==> src/rtl/cmp_nch_pipe.sv <==
`default_nettype none
// ============================================================================
// Module   : cmp_nch_pipe
// Purpose  : N-channel magnitude comparator. A shared reference M is compared
//            against CH packed operands under a selectable relation. The
//            per-channel results are registered, then reduced to any / all /
//            first-hit index. The design also tracks valid and keeps a sticky
//            hit flag.
// Ports    : clk        - clock, rising edge
//            rst_n      - asynchronous active-low reset
//            en         - sample enable for the inputs this cycle
//            mode[2:0]  - relation: EQ NE LT LE GT GE (110/111 reserved)
//            sgn        - signed compare request (needs CMP_SIGNED_EN)
//            M[MW-1:0]  - reference operand
//            j[CH*MW-1:0] - packed operands, channel k = j[k*MW +: MW]
//            clr        - synchronous clear of seen
//            hit[CH-1:0], any, all, first_idx[IW-1:0], valid, seen - results
// Macro    : CMP_SIGNED_EN - when defined, sgn=1 selects a two's-complement
//            compare. When it is not defined, sgn is ignored.
// Revision : 1.0 - initial release
// ============================================================================
module cmp_nch_pipe #(
    parameter int MW = 5,
    parameter int CH = 4,
    parameter int IW = 2
) (
    input  logic             clk,
    input  logic             rst_n,
    input  logic             en,
    input  logic [2:0]       mode,
    input  logic             sgn,
    input  logic [MW-1:0]    M,
    input  logic [CH*MW-1:0] j,
    input  logic             clr,
    output logic [CH-1:0]    hit,
    output logic             any,
    output logic             all,
    output logic [IW-1:0]    first_idx,
    output logic             valid,
    output logic             seen
);

    localparam logic [2:0] c_MODE_EQ = 3'b000;
    localparam logic [2:0] c_MODE_NE = 3'b001;
    localparam logic [2:0] c_MODE_LT = 3'b010;
    localparam logic [2:0] c_MODE_LE = 3'b011;
    localparam logic [2:0] c_MODE_GT = 3'b100;
    localparam logic [2:0] c_MODE_GE = 3'b101;

    logic          w_en;
    logic [MW-1:0] w_flip;
    logic [CH-1:0] w_rel;
    logic [IW-1:0] w_first;
    logic          w_found;

    logic          r_v1;
    logic [CH-1:0] r_h1;
    logic [CH-1:0] r_hit;
    logic          r_any;
    logic          r_all;
    logic [IW-1:0] r_first;
    logic          r_valid;
    logic          r_seen;

    // The capture qualifier also depends on rst_n. An enable that overlaps
    // reset release therefore cannot slip a sample into stage 1.
    assign w_en = en & rst_n;

`ifdef CMP_SIGNED_EN
    // A signed compare is done as an unsigned compare after the sign bit of
    // both operands is inverted. This maps two's-complement order onto
    // unsigned order, so both modes share one comparator per channel.
    assign w_flip = MW'(sgn) << (MW - 1);
`else
    logic w_unused_sgn;
    assign w_unused_sgn = sgn;
    assign w_flip       = '0;
`endif

    genvar gk;
    generate
        for (gk = 0; gk < CH; gk++) begin : g_ch
            logic [MW-1:0] w_a;
            logic [MW-1:0] w_b;
            logic          w_lt;
            logic          w_eq;
            logic          w_rel_k;

            assign w_a  = j[gk*MW +: MW] ^ w_flip;
            assign w_b  = M ^ w_flip;
            assign w_lt = (w_a < w_b);
            assign w_eq = (w_a == w_b);

            always_comb begin
                w_rel_k = 1'b0;
                case (mode)
                    c_MODE_EQ: w_rel_k = w_eq;
                    c_MODE_NE: w_rel_k = ~w_eq;
                    c_MODE_LT: w_rel_k = w_lt;
                    c_MODE_LE: w_rel_k = w_lt | w_eq;
                    c_MODE_GT: w_rel_k = ~(w_lt | w_eq);
                    c_MODE_GE: w_rel_k = ~w_lt;
                    default:   w_rel_k = 1'b0;  // reserved: never a hit
                endcase
            end

            assign w_rel[gk] = w_rel_k;
        end
    endgenerate

    // Stage 1: capture the relation results. An idle cycle captures zeros, so
    // the reductions downstream need no separate masking.
    always_ff @(posedge clk or negedge rst_n) begin
        if (!rst_n) begin
            r_v1 <= 1'b0;
            r_h1 <= '0;
        end else begin
            r_v1 <= w_en;
            r_h1 <= w_en ? w_rel : '0;
        end
    end

    // Priority encoder. It returns the lowest set channel, or 0 when no
    // channel is set.
    always_comb begin
        w_first = '0;
        w_found = 1'b0;
        for (int k = 0; k < CH; k++) begin
            if (r_h1[k] && !w_found) begin
                w_first = IW'(k);
                w_found = 1'b1;
            end
        end
    end

    // Stage 2: register the hit vector together with its reductions.
    // The all output is qualified by r_v1, so a bubble never reports the
    // vacuous-true AND.
    always_ff @(posedge clk or negedge rst_n) begin
        if (!rst_n) begin
            r_valid <= 1'b0;
            r_hit   <= '0;
            r_any   <= 1'b0;
            r_all   <= 1'b0;
            r_first <= '0;
            r_seen  <= 1'b0;
        end else begin
            r_valid <= r_v1;
            r_hit   <= r_h1;
            r_any   <= |r_h1;
            r_all   <= r_v1 & (&r_h1);
            r_first <= w_first;
            // A new hit wins over a simultaneous clear.
            r_seen  <= (r_seen & ~clr) | (r_v1 & (|r_h1));
        end
    end

    assign hit       = r_hit;
    assign any       = r_any;
    assign all       = r_all;
    assign first_idx = r_first;
    assign valid     = r_valid;
    assign seen      = r_seen;

endmodule
`default_nettype wire
==> config.mk <==
export PLATFORM = sky130hd
export DESIGN_NAME = cmp_nch_pipe
export DESIGN_NICKNAME = d
export VERILOG_FILES = /design/src/rtl/cmp_nch_pipe.sv
export SDC_FILE = /design/constraint.sdc
export NUM_CORES = 1
export LEC_CHECK = 0
export CAP_MARGIN = 15
export CORE_MARGIN = 8
export CORE_UTILIZATION = 30
export CTS_BUF_LIST = sky130_fd_sc_hd__clkbuf_8
export DETAILED_ROUTE_END_ITERATION = 10
export RECOVER_POWER = 100
export SLEW_MARGIN = 10
export SYNTH_ARGS = -nofsm -noshare
export SYNTH_HDL_FRONTEND = slang
export SYNTH_SLANG_ARGS = --single-unit
==> constraint.sdc <==
create_clock -name clk -period 0.9 [get_ports clk]
set_clock_uncertainty 0.15 [all_clocks]
set_input_delay 0.135 -clock clk [delete_from_list [all_inputs] [get_ports clk]]
set_output_delay 0.135 -clock clk [all_outputs]
set_load 0.01 [all_outputs]
Yosys cells after proc, flatten, opt, wreduce, memory -nomap -nowiden
Cells that the tools add are included.
{"block": "word_totals", "ff_bits": 15, "latch_bits": 0, "ram_bits": 0, "mem_bits_ro": 0, "inputBits": 33, "output_inout_bits": 10, "wordCells": 63, "n_memories": 0}
{"block": "classes", "n_addsub": 0, "mul": 0, "n_div": 0, "n_lt_le_gt_ge": 4, "n_eq_ne": 9, "shift": 0, "n_mux": 11, "n_bitwise": 22, "reduce_logical": 9}
{"cell": "1-bit one-hot mux with 6 select lines", "count": 4}
{"cell": "5-bit == test", "count": 4}
{"cell": "5-bit < comparator", "count": 4}
{"cell": "1-bit NOT", "count": 13}
{"cell": "3-bit by 2-bit == test with 1-bit output, second input constant", "count": 2}
{"cell": "3-bit == test, second input constant", "count": 2}
{"cell": "1-bit OR", "count": 5}
{"cell": "1-bit bitwise AND", "count": 4}
{"cell": "1-bit two-way mux", "count": 4}
{"cell": "2-bit two-way mux", "count": 2}
{"cell": "4-bit two-way mux", "count": 1}
{"cell": "4-bit AND reduction", "count": 1}
{"cell": "4-bit OR reduction", "count": 1}
{"cell": "3-bit by 1-bit == test with 1-bit output, second input constant", "count": 1}
{"cell": "1-bit logical AND", "count": 3}
{"cell": "1-bit zero test", "count": 3}
{"cell": "3-bit zero test", "count": 1}

Longest topological paths before layout
{"block": "depth", "depth_word": 10, "ltp_mapped": 6, "depth_no_buf": 6}

Worst setup path before layout
OpenSTA, ideal clock, no wires.
{"block": "synth_path", "path_type": "input to register", "from": "in M[2]", "to": "reg r_h1[3]", "setup_ns": 0.121, "arrival_time_ns": 1.276, "required_ns": 0.629, "setup_slack_ns": -0.647, "stages": 6, "n_path_buf": 0, "path_cell_list": "inv_1 > ha_1 > and4_1 > and3_2 > o21ba_1 > a22o_1"}
{"block": "synth_between", "elab_chain_len": 5, "elab_cells_between_ends": 8}
{"element": "from (decl)", "line_no": "32", "source": "input logic [MW-1:0] M,"}
{"element": "5-bit < comparator / 5-bit == test (equally long branches)", "line_no": "91, 92"}
{"element": "1-bit OR", "line_no": "100, 101"}
{"element": "1-bit NOT", "line_no": "101", "source": "c_MODE_GT: w_rel_k = ~(w_lt | w_eq);"}
{"element": "1-bit one-hot mux with 6 select lines *", "line_no": "96", "source": "case (mode)"}
{"element": "4-bit two-way mux *", "line_no": "119", "source": "r_h1 <= w_en ? w_rel : '0;"}
{"element": "to (signal assigned)", "line_no": "119"}
{"element": "to (decl)", "line_no": "57", "source": "logic [CH-1:0] r_h1;"}
Every way passes the cells marked *; elsewhere a longest branch is shown, timed or not.

Worst setup path in the final report
{"block": "layout_path", "from": "in M[4]", "to": "reg r_h1[1]"}
The elaborated chain is that of the path after synthesis.

==> flow_summary.json <==
{
  "status": "complete, but fails checks",
  "violations": "setup timing",
  "hold_buffers": 0,
  "most-common-layout-cells": "23 x buf_2, 20 x ha_4, 15 x dfrtp_1",
  "viasPerCell": 4.99,
  "synthAdderAreaFrac_pct": 22.2,
  "syn-cell-area_mm2": 0.00113,
  "syn_to_final_growth_pct": 77.7,
  "power_leakage_nw": 0.913,
  "ys_ff_latch": 15,
  "worstPathArrival_ns": 1.36,
  "ant_nets": 0,
  "power_density_mw_per_mm2": 1020,
  "layout_commonest_cell": "buf_2",
  "cts_tree": "built",
  "cp-start-kind": "primary input",
  "p_switching_uw": 601,
  "yosysUniqueCellTypes": 23,
  "worstSkewPairLatency_ns": 0.25,
  "drtIter0Drc": 90,
  "cts_num_sinks": 15,
  "r2r_start": "r_h1[2]",
  "critPathKind": "primary input to register",
  "grt.total_usage_pct": 11.5,
  "routed-via-count": 1107,
  "crit_chain": "buf_8 > inv_8 > ha_4 > buf_4 > and4_1 > and3_1 > o21ba_1 > a22o_1",
  "synth_compound_area_share_pct": 24.0,
  "fp-row-count": 22,
  "first_pass_iters": 3,
  "fp.coreArea_mm2": 0.00363,
  "placed_cell_area_mm2": 0.00167,
  "grt_max_degree": 16,
  "worst_slew_pin_slew_ns": 0.531,
  "multi_input_area_mm2": 0.00101,
  "muxShareOfSynthArea_pct": 0,
  "cts_made_buffers": 3,
  "p_comb_share_pct": 37.9,
  "io_buffer_count": 41,
  "ys_seq_area_share_pct": 33.3,
  "hold_viol_final": 0,
  "clockRootBuffer": "clkbuf_8",
  "r2r-end": "seen",
  "regArea_um2": 375,
  "die_area_mm2": 0.00598,
  "grt_pass1_vias": 1268,
  "cp_max_fo": 4,
  "setup_ws_ns": -0.469,
  "place_congestion": 0.774,
  "final_nets": 228,
  "drive_gt1_share_pct": 51.7,
  "cp.required_ns": 0.89,
  "p_clk_share_pct": 26.0,
  "diodes": 0,
  "crit_slowest_cell": "ha_4",
  "p_int_mw": 1.45,
  "peakVddDrop_uv": 453,
  "holdWs_ns": 0.235,
  "totalPowerFinal_mw": 2.05,
  "fp.dieH_um": 77.3,
  "reg2reg_slack_ns": -0.09,
  "synth_nets": 168,
  "max_cap_violations": 0,
  "yosys_warnings": 0,
  "period_needed_ns": 1.37,
  "finalInstanceArea_mm2": 0.00200,
  "critPathCaptureType": "register",
  "start_util_pct": 31.0,
  "io_pins": 43,
  "slowest_delay_ns": 0.20,
  "crit_buf_inv": 3,
  "synth_cells": 115,
  "cts.path.max_buffers": 2,
  "grt_pass1_wl_um": 5730,
  "synth-xor-area-share_pct": 0,
  "wl_per_cell_um": 15.2,
  "synth_top_family_by_area": "compound AO/OA/AOI/OAI gates",
  "cts_max_level": 1,
  "p_sw_share_pct": 29.3,
  "p_seq_share_pct": 36.2,
  "dp_hpwl_um": 2570,
  "worstRegToRegCells": 4,
  "die_x_um": 77.3,
  "drc_errors": 0,
  "path_clk_slew_ns": 0.06,
  "antenna_found_initial": 0,
  "period_share_pct": 152,
  "finalWirelength_um": 3370,
  "syn_area_per_cell_um2": 9.80,
  "finalSetupViolCount": 18,
  "rsz0062_at_grt": "true",
  "max_freq_mhz": 731,
  "dp_slack_ns": -1.25,
  "crit_family": "compound AO/OA/AOI/OAI gates",
  "relSlewSlack_pct": 64.6,
  "min_path_type": "primary input to asynchronous set/reset pin",
  "fillers": 338,
  "report.final.slew_viol_count": 0,
  "yosys.area_share.simple_pct": 14.8,
  "gr-total-overflow": 0
}
layout make-up:
type / count / area share [%]
Tap cell: 48 / 3.00
Timing Repair Buffer: 57 / 21.4
Multi-Input combinational cell: 83 / 50.3
Sequential cell: 15 / 18.7
Inverter: 15 / 4.31
Clock buffer: 3 / 2.06
Clock inverter: 1 / 0.250
synth_stat cells, drive strengths merged:
| library cell | number | area [µm²] |
|---|---|---|
| nand2b | 1 | 6.26 |
| ha | 20 | 250 |
| o21ai | 9 | 45.0 |
| and4 | 4 | 35.0 |
| nor3 | 1 | 5.00 |
| o21ba | 4 | 40.0 |
| a211oi | 4 | 30.0 |
| dfrtp | 15 | 375 |
| buf | 1 | 3.75 |
| inv | 15 | 56.3 |
| nor2 | 5 | 18.8 |
| a21oi | 2 | 10.0 |
| o31a | 4 | 35.0 |
| nand3 | 1 | 5.00 |
| o221a | 4 | 45.0 |
| nand2 | 4 | 15.0 |
| nand4 | 4 | 25.0 |
| and3 | 4 | 26.3 |
| a22o | 4 | 35.0 |
| a21boi | 4 | 30.0 |
| clkbuf | 1 | 5.00 |
| nor3b | 4 | 30.0 |
worst max-delay path by stage:
stage,start,end,slack [ns],cells after the start
2_1_floorplan,M[2],r_h1[1],-0.62,6
3_3_place_gp,M[2],r_h1[1],-1.17,7
3_5_place_dp,M[2],r_h1[1],-1.25,7
4_1_cts,M[2],r_h1[1],-0.46,7
5_1_grt,rst_n,r_h1[0],-0.51,6
6_report,M[4],r_h1[1],-0.47,8
cell families (layout without fill, tap and decap cells):
family / count (synthesis) / after routing
simple gates: 28 / 28
buf+inv: 17 / 76
compound gates: 35 / 35
fa+ha+maj: 20 / 20
flops: 15 / 15
layer usage:
metal  GRT usage (%)  routed length, µm  up-vias
met2            21.5               1800       32
met1            11.6               1350      518
met4            4.34                 29        0
met3            3.50                191        4
met5               0                  0        -
li1                -                  -      553
sequential cells by signal (all words and copies together) (netlist names):
| name | flops |
|---|---|
| valid | 1 |
| all | 1 |
| any | 1 |
| seen | 1 |
| first_idx | 2 |
| hit | 4 |
| r_h1 | 4 |
| r_v1 | 1 |
what timing repair did:
item | 4_1_cts | 5_1_grt
endpoints found under the setup margin | 19 | 19
pin swaps | 39 | 20
setup buffers | 5 | 2
gates cloned | 0 | 0
resized for setup | 189 | 16
worst reg2reg max path, cell delays in order (launching register included):
cell and delay, ns:
dfrtp_1 0.41, nor2_2 0.13, nand2_1 0.07, nand2_1 0.06, o21ai_1 0.06
power groups by stage:
stage                     Clock [mW]  Combinational (mW)  Sequential, mW
after global routing           0.582               0.857           0.747
final                          0.533               0.777           0.742
after CTS                      0.556               0.705           0.739
after global placement             0               0.581           0.748
after detailed placement           0               0.607           0.750
after floorplan                    0               0.260           0.767
metrics by stage:
stage               utilization (%)  TNS, ns  cells
CTS                            53.3    -3.35    220
global placement               45.9    -7.16    211
floorplan                         -    -2.49    115
finish                         55.1    -3.19    222
detailed placement             45.9    -7.43    211
global route                   55.1    -3.96    222
No activity file was read; power rests on OpenSTA's default activity.
